`config.mk`:
```
export PLATFORM = sky130hd
export DESIGN_NAME = ctrl_pipe_de
export DESIGN_NICKNAME = d
export VERILOG_FILES = /design/src/rtl/ctrl_pipe_de.sv
export SDC_FILE = /design/constraint.sdc
export NUM_CORES = 1
export LEC_CHECK = 0
export BUFFER_PORTS_ARGS = -buffer_cell sky130_fd_sc_hd__buf_2
export CORE_MARGIN = 2
export CORE_UTILIZATION = 41
export CTS_CLUSTER_SIZE = 40
export DETAILED_ROUTE_END_ITERATION = 16
export PLACE_DENSITY = 0.92
export REMOVE_ABC_BUFFERS = 1
export SETUP_SLACK_MARGIN = 0.1
export SYNTH_ARGS = -nofsm -noshare
export SYNTH_HDL_FRONTEND = slang
export SYNTH_SLANG_ARGS = --single-unit
```
`constraint.sdc`:
```
create_clock -name clk -period 4.6 [get_ports clk]
set_clock_uncertainty 0.1 [all_clocks]
set_input_delay 1.38 -clock clk [delete_from_list [all_inputs] [get_ports clk]]
set_output_delay 1.38 -clock clk [all_outputs]
set_load 0.005 [all_outputs]
```
`src/rtl/ctrl_pipe_de.sv`:
```
// ---------------------------------------------------------------------------
// ctrl_pipe_de
// Decode-to-execute control pipeline register of the five-stage RISC-V core.
// Captures the decoded control word each cycle, holds it on StallE and
// replaces it with a bubble (all zeros) on FlushE. In execute it resolves the
// fetch redirect PCSrcE from the registered control, Funct3E and ALU flags.
//
// Optional feature (macro CTRL_PIPE_DE_BUBBLE_CNT_EN):
//   defined     -> BubbleCntE is a saturating count of flush edges since reset
//   not defined -> BubbleCntE is tied to zero and no counter flops exist
//
// Ports:
//   clk, rst_n            core clock, synchronous active-low reset
//   *D control inputs     decoded control word (RegWrite, ResultSrc, MemWrite,
//                         Jump, Branch, ALUControl, ALUSrc, Funct3, Valid)
//   StallE, FlushE        hold / bubble requests (flush wins)
//   ZeroE, LtE, LtuE      ALU comparison flags from the execute stage
//   *E control outputs    registered control word
//   PCSrcE                redirect fetch to branch/jump target (combinational)
//   BubbleCntE            bubbles inserted since reset
// ---------------------------------------------------------------------------
module ctrl_pipe_de #(
  parameter int ALUCTRL_W = 3,
  parameter int CNT_W     = 16
) (
  input  logic                 clk,
  input  logic                 rst_n,
  input  logic                 RegWriteD,
  input  logic [1:0]           ResultSrcD,
  input  logic                 MemWriteD,
  input  logic                 JumpD,
  input  logic                 BranchD,
  input  logic [ALUCTRL_W-1:0] ALUControlD,
  input  logic                 ALUSrcD,
  input  logic [2:0]           Funct3D,
  input  logic                 ValidD,
  input  logic                 StallE,
  input  logic                 FlushE,
  input  logic                 ZeroE,
  input  logic                 LtE,
  input  logic                 LtuE,
  output logic                 RegWriteE,
  output logic [1:0]           ResultSrcE,
  output logic                 MemWriteE,
  output logic                 JumpE,
  output logic                 BranchE,
  output logic [ALUCTRL_W-1:0] ALUControlE,
  output logic                 ALUSrcE,
  output logic [2:0]           Funct3E,
  output logic                 ValidE,
  output logic                 PCSrcE,
  output logic [CNT_W-1:0]     BubbleCntE
);

  logic                 r_reg_write;
  logic [1:0]           r_result_src;
  logic                 r_mem_write;
  logic                 r_jump;
  logic                 r_branch;
  logic [ALUCTRL_W-1:0] r_alu_control;
  logic                 r_alu_src;
  logic [2:0]           r_funct3;
  logic                 r_valid;
  logic                 w_taken;

  // Branch condition decode; the reserved codes 010/011 never take.
  function automatic logic branch_taken(input logic [2:0] f3, input logic zero,
                                        input logic lt, input logic ltu);
    logic t;
    case (f3)
      3'b000:  t = zero;
      3'b001:  t = ~zero;
      3'b100:  t = lt;
      3'b101:  t = ~lt;
      3'b110:  t = ltu;
      3'b111:  t = ~ltu;
      default: t = 1'b0;
    endcase
    return t;
  endfunction

  // Control word register: reset and flush both load a bubble, flush beats stall.
  always_ff @(posedge clk) begin
    if (!rst_n || FlushE) begin
      r_reg_write   <= 1'b0;
      r_result_src  <= 2'b00;
      r_mem_write   <= 1'b0;
      r_jump        <= 1'b0;
      r_branch      <= 1'b0;
      r_alu_control <= '0;
      r_alu_src     <= 1'b0;
      r_funct3      <= 3'b000;
      r_valid       <= 1'b0;
    end else if (StallE) begin
      r_reg_write   <= r_reg_write;
      r_result_src  <= r_result_src;
      r_mem_write   <= r_mem_write;
      r_jump        <= r_jump;
      r_branch      <= r_branch;
      r_alu_control <= r_alu_control;
      r_alu_src     <= r_alu_src;
      r_funct3      <= r_funct3;
      r_valid       <= r_valid;
    end else begin
      r_reg_write   <= RegWriteD;
      r_result_src  <= ResultSrcD;
      r_mem_write   <= MemWriteD;
      r_jump        <= JumpD;
      r_branch      <= BranchD;
      r_alu_control <= ALUControlD;
      r_alu_src     <= ALUSrcD;
      r_funct3      <= Funct3D;
      r_valid       <= ValidD;
    end
  end

  // Redirect resolution: follows the live ALU flags in the same cycle, and a
  // bubble (ValidE = 0) can never redirect even if stale bits were left behind.
  always_comb begin
    w_taken = branch_taken(r_funct3, ZeroE, LtE, LtuE);
  end

  assign PCSrcE      = r_valid & (r_jump | (r_branch & w_taken));
  assign RegWriteE   = r_reg_write;
  assign ResultSrcE  = r_result_src;
  assign MemWriteE   = r_mem_write;
  assign JumpE       = r_jump;
  assign BranchE     = r_branch;
  assign ALUControlE = r_alu_control;
  assign ALUSrcE     = r_alu_src;
  assign Funct3E     = r_funct3;
  assign ValidE      = r_valid;

`ifdef CTRL_PIPE_DE_BUBBLE_CNT_EN
  logic [CNT_W-1:0] r_bubble_cnt;

  // Saturating bubble counter: counts flush edges, holds at all-ones.
  always_ff @(posedge clk) begin
    if (!rst_n) begin
      r_bubble_cnt <= '0;
    end else if (FlushE && (r_bubble_cnt != {CNT_W{1'b1}})) begin
      r_bubble_cnt <= r_bubble_cnt + CNT_W'(1);
    end else begin
      r_bubble_cnt <= r_bubble_cnt;
    end
  end

  assign BubbleCntE = r_bubble_cnt;
`else
  assign BubbleCntE = '0;
`endif

endmodule

```
==> flow_metrics.env, run 1 <==
export IMPL_placed_cell_area_um2=797.0
export IMPL_tritoncts="done"
export IMPL_critPathLaunch="LtuE"
export IMPL_insertedDiodeCount=0
export IMPL_clockBufferDepth=2
export IMPL_dpl_cell_count=119
export IMPL_timing_setup_tns_ns=0
export IMPL_boundaryPins=52
export IMPL_finalCritPeriodShare_pct=80.21
export IMPL_hold_start="ALUControlE[1]"
export IMPL_overall_via_count_from_detail_route=535
export IMPL_postLayoutSetupSlackWorst_ns=0.9102
export IMPL_cp_end_kind="output port"
export IMPL_coreArea_mm2=0.001541
export IMPL_fp_dieArea_mm2=0.002005
export IMPL_worstPathCellList="buf_2 -> mux2i_1 -> mux2_1 -> a21oi_2 -> buf_2"
export IMPL_cts_repair_resize_count=0
export IMPL_floorplan_die_height_um=44.78
export IMPL_finalWirelength_um=1294
export IMPL_p_clk_share_pct=35.1
export IMPL_postLayoutCoreUtil_pct=54.06
export IMPL_yosysUniqueCellTypes=14
export IMPL_worst_r2r_cell_count=2
export IMPL_finalHoldWorstSlack_ns=0.4005
export IMPL_min_path_type="flip-flop to flip-flop"
export IMPL_crit_path_top_delay_cell="mux2_1"
export IMPL_grt_pass1_vias=472
export IMPL_cts_hold_buffers=0
export IMPL_rsz0062_at_grt="no"
export IMPL_first_iter_violations=3
export IMPL_power_share_combinational_pct=13.0
export IMPL_final_std_cell_area_no_fill_um2=833.3
export IMPL_criticalPathCategory="primary input to output port"
export IMPL_worst_path_max_fanout=1
export IMPL_placementRows=14
export IMPL_setup_viol=0
export IMPL_clock_insertion_delay_worst_skew_ns=0.27
export IMPL_synth_seq_cells=14
export IMPL_cts_root_buffer_cell="clkbuf_4"
export IMPL_final_nets=129
export IMPL_cts_sinks=14
export IMPL_finalWorstPathRequiredPeriod_ns=3.690
export IMPL_synth_yosys_seq_area_share_pct=41.10
export IMPL_grt_util_all_layers_pct=14.20
export IMPL_pwr_density_cell_mw_per_mm2=295.3
export IMPL_total_power_mw=0.2460
export IMPL_netlist_area_um2=681.9
export IMPL_wire_length_of_the_first_global_routing_pass_um=1945
export IMPL_antenna_found_initial=0
export IMPL_postCtsSetupBuffers=0
export IMPL_critical_path_max_stage_delay_ns=0.35
export IMPL_seq_power_share_pct=51.9
export IMPL_intPower_mw=0.1893
export IMPL_synth_largest_area_cell="dfxtp_1"
export IMPL_fin_cells=123
export IMPL_report_final_hold_viol_count=0
export IMPL_drt_pass1_iterations=2
export IMPL_crit_path_start_kind="primary input"
export IMPL_synthToLayoutAreaGrowth_pct=22.20
export IMPL_n_fill_cell=141
export IMPL_critical_path_reg2reg_startpoint="Funct3E[1]"
export IMPL_min_delay_path_depth=2
export IMPL_port_buffers=35
export IMPL_avgRoutedWirePerCell_um=10.52
export IMPL_path_clk_slew_ns=0.08
export IMPL_grt_max_degree=15
export IMPL_status="finished, final reports clean"
export IMPL_drive_above_1_share_pct=37.38
export IMPL_leading_cell_types_in_the_layout_fill_and_taps_excluded="buf_2, conb_1, mux2i_1, nor2_1, dfxtp_1"
export IMPL_leakage_power_nw=0.4640
export IMPL_arrival_ns=2.21
export IMPL_floorplan_initialDensity_pct=44.24
export IMPL_netlist_top_cells_area="dfxtp_1, mux2i_1, buf_4, nor2_1, nand2b_1"
export IMPL_ys_warn_count=0
export IMPL_cts_htree_levels=1
export IMPL_timing_worst_slew_pin_value_ns=0.5225
export IMPL_p_sw_share_pct=23.07
export IMPL_preCtsSetupSlack_ns=0.8926
export IMPL_timing_final_max_slew_violations=0
export IMPL_max_frequency_mhz=271.0
export IMPL_die_w_um=44.78
export IMPL_gp_congestion=0.5027
export IMPL_drc=0
export IMPL_crit_top_cell="buf_2"
export IMPL_hpwl_after_dpl_um=987.9
export IMPL_critical_path_required_ns=3.12
export IMPL_netSwitchingPower_mw=0.05676
export IMPL_synth_largest_type_area_fraction_pct=41.10
export IMPL_post_synth_inst_count=72
export IMPL_most_common_library_cell_in_the_layout_ignoring_fill_and_taps="buf_2"
export IMPL_cap_violations=0
export IMPL_cts_inserted_buffers=3
export IMPL_irDropWorstVdd_uv=161.3
export IMPL_antenna_violating_nets_post_route=0
export IMPL_via_per_inst=4.350
export IMPL_total_global_routing_overflow=0
export IMPL_slew_headroom_pct=65.17
export IMPL_synthesis_area_per_instance_um2=9.471
synth_stat cells (all sizes together):
cell type	instances
dfxtp	14
nand2	1
nor2	15
xor2	1
mux2i	15
mux2	1
conb	1
a21oi	2
buf	18
clkbuf	1
nand2b	2
o21ai	1
critical path: cells and delay by family:
kind | cells | cell delay, ns
muxes | 2 | 0.50
AOI/OAI and AO/OA | 1 | 0.11
buffers and inverters | 2 | 0.22
state kept, by name, indices dropped and copies added (netlist names):
signal       count
Funct3E          3
ALUSrcE          1
RegWriteE        1
ResultSrcE       2
BranchE          1
JumpE            1
ALUControlE      3
ValidE           1
MemWriteE        1
final timing paths:
| path | end | slack (ns) |
|---|---|---|
| worst max-delay path | PCSrcE | 0.91 |
| worst min-delay path | ALUControlE[1] | 0.40 |
| worst max register to register | Funct3E[1] | 3.83 |
| worst min register to register | ALUControlE[1] | 0.40 |
power by group through the flow:
stage                     Sequential, mW  Combinational, mW  Clock, mW
final                              0.128             0.0320     0.0863
after global routing               0.128             0.0365     0.0972
after CTS                          0.128             0.0322     0.0910
after detailed placement           0.131             0.0321          0
after global placement             0.130             0.0310          0
after floorplan                    0.131             0.0150          0
final cells by class:
class / instances / area, um2 / share of cell area, %
multi-input combinational: 54 / 321.6 / 38.59
sequential: 14 / 280.3 / 33.63
tap: 16 / 20.02 / 2.402
timing repair buffer: 35 / 175.2 / 21.02
clock buffer: 4 / 36.28 / 4.354
logic make-up after synthesis:
kind of cell	Yosys count	synth area share (%)
buffers and inverters	19	20.00
AO/OA/AOI/OAI	3	2.751
other	1	0.5499
flip-flops	14	41.10
multiplexers	16	23.67
XOR/XNOR	1	1.285
AND/OR/NAND/NOR	18	10.64
metal layers:
metal | routed length, um | share of wire [%] | vias up | track usage [%]
li1 | - | - | 271 | -
met5 | 0 | 0 | - | 0
met2 | 605 | 47 | 38 | 23.77
met4 | 19 | 1.5 | 0 | 12.35
met1 | 483 | 37 | 224 | 13.61
met3 | 186 | 14 | 2 | 5.200
No activity file was read; power rests on OpenSTA's default activity.
==> run 2, diff against run 1 <==
- CORE_UTILIZATION: 41 -> 38
- PLACE_DENSITY: 0.92 -> 0.87
- clock period: 4.6 -> 3.84 ns (I/O delays scaled with it)
==> run 2 against run 1 <==
Against the previous run:
- critical path depth did not move
- largest cell class unchanged
- first-iteration DRC count fell by 67%
- combinational power rose by 18%
- sequential power rose by 20%
==> flow_metrics.env, run 2 (same netlist as run 1, synthesis figures left out) <==
export IMPL_first_iter_violations=1
export IMPL_port_buffers=35
export IMPL_criticalPathCategory="primary input to output port"
export IMPL_antenna_violating_nets_post_route=0
export IMPL_leakage_power_nw=0.4640
export IMPL_postLayoutCoreUtil_pct=49.45
export IMPL_critical_path_reg2reg_endpoint="Funct3E[1]"
export IMPL_leading_cell_types_in_the_layout_fill_and_taps_excluded="buf_2, conb_1, mux2i_1, nor2_1, dfxtp_1"
export IMPL_crit_path_start_kind="primary input"
export IMPL_cts_sinks=14
export IMPL_grt_pass1_vias=463
export IMPL_rsz0062_at_grt="no"
export IMPL_worst_path_max_fanout=1
export IMPL_grt_busiest_layer="met2"
export IMPL_cp_end_kind="output port"
export IMPL_pwr_density_cell_mw_per_mm2=346.7
export IMPL_cts_repair_resize_count=0
export IMPL_placementRows=15
export IMPL_insertedDiodeCount=0
export IMPL_via_per_inst=4.083
export IMPL_cts_root_buffer_cell="clkbuf_4"
export IMPL_cap_violations=0
export IMPL_final_nets=129
export IMPL_drive_above_1_share_pct=37.38
export IMPL_worst_r2r_cell_count=2
export IMPL_die_w_um=46.36
export IMPL_postCtsSetupBuffers=0
export IMPL_report_final_hold_viol_count=0
export IMPL_drc=0
export IMPL_total_global_routing_overflow=0
export IMPL_ff2ff_setup_slack_ns=3.08
export IMPL_status="finished, final reports clean"
export IMPL_max_frequency_mhz=307.8
export IMPL_timing_final_max_slew_violations=0
export IMPL_min_path_type="flip-flop to flip-flop"
export IMPL_floorplan_die_height_um=46.36
export IMPL_critical_path_required_ns=2.59
export IMPL_clockBufferDepth=2
export IMPL_gp_congestion=0.6054
export IMPL_hpwl_after_dpl_um=1012
export IMPL_overall_via_count_from_detail_route=539
export IMPL_cts_htree_levels=1
export IMPL_finalCritPeriodShare_pct=84.62
export IMPL_arrival_ns=2.00
export IMPL_irDropWorstVdd_uv=204.4
export IMPL_cts_inserted_buffers=3
export IMPL_critical_path_reg2reg_startpoint="Funct3E[1]"
export IMPL_min_delay_path_depth=2
export IMPL_critPathLaunch="LtuE"
export IMPL_total_power_mw=0.2928
export IMPL_met3_global_route_usage_pct=3.137
export IMPL_coreArea_mm2=0.001708
export IMPL_grt_max_degree=15
export IMPL_grt_util_all_layers_pct=12.01
export IMPL_cts_hold_buffers=0
export IMPL_avgRoutedWirePerCell_um=9.235
export IMPL_antenna_found_initial=0
export IMPL_min_to="ALUControlE[0]"
export IMPL_use_met2_pct=21.39
export IMPL_clock_insertion_delay_worst_skew_ns=0.27
export IMPL_met1_usage_pct=12.50
export IMPL_most_common_library_cell_in_the_layout_ignoring_fill_and_taps="buf_2"
export IMPL_floorplan_initialDensity_pct=39.93
export IMPL_finalWirelength_um=1219
export IMPL_finalWorstPathRequiredPeriod_ns=3.249
export IMPL_timing_setup_tns_ns=0
export IMPL_setup_viol=0
export IMPL_boundaryPins=52
export IMPL_synthToLayoutAreaGrowth_pct=23.85
export IMPL_tritoncts="done"
export IMPL_fp_dieArea_mm2=0.002149
export IMPL_drt_pass1_iterations=2
export IMPL_wire_length_of_the_first_global_routing_pass_um=1794
export IMPL_path_clk_slew_ns=0.08
export IMPL_hold_start="ALUControlE[0]"
-- run 2: cell counts in the layout (fill, tap and decap cells not counted) --
Identical to the previous run, type by type.
-- run 2: worst max path at each step --
stage	depth (start not counted)	slack (ns)	to
6_report	5	0.59	PCSrcE
5_1_grt	5	0.55	PCSrcE
4_1_cts	5	0.58	PCSrcE
3_5_place_dp	5	0.58	PCSrcE
3_3_place_gp	5	0.64	PCSrcE
2_1_floorplan	3	0.84	PCSrcE
-- run 2: cell type report --
class	instances	area (um2)
clock buffers	4	36.28
multi-input cells	54	321.6
repair buffers	35	175.2
fillers	166	863.3
flip-flops and latches	14	280.3
well taps	25	31.28
-- run 2: worst max-delay path: stages --
cell     delay, ns
buf_2         0.10
mux2i_1       0.16
mux2_1        0.36
a21oi_2       0.11
buf_2         0.12
-- run 2: power by group --
group | switching (mW) | internal (mW)
Sequential | 0.00326 | 0.150
Clock | 0.0442 | 0.0576
Combinational | 0.0187 | 0.0192
Total | 0.0661 | 0.227
-- run 2: routing by layer --
layer / vias to the layer above / share of wire [%]
met1: 239 / 40
met4: 0 / 0
met5: - / 0
li1: 270 / -
met3: 0 / 8.9
met2: 30 / 51
-- run 2: through the flow --
| step | hold WS [ns] | setup slack (ns) | cells | area (um2) |
|---|---|---|---|---|
| final | 0.3965 | 0.5907 | 132 | 844.6 |
| after global routing | 0.4225 | 0.5542 | 132 | 844.6 |
| after CTS | 0.4032 | 0.5803 | 132 | 844.6 |
| after detailed placement | 0.3837 | 0.5807 | 128 | 808.3 |
| after global placement | 0.3723 | 0.6425 | 128 | 808.3 |
| after floorplan | 0.3884 | 0.8396 | 68 | 601.8 |
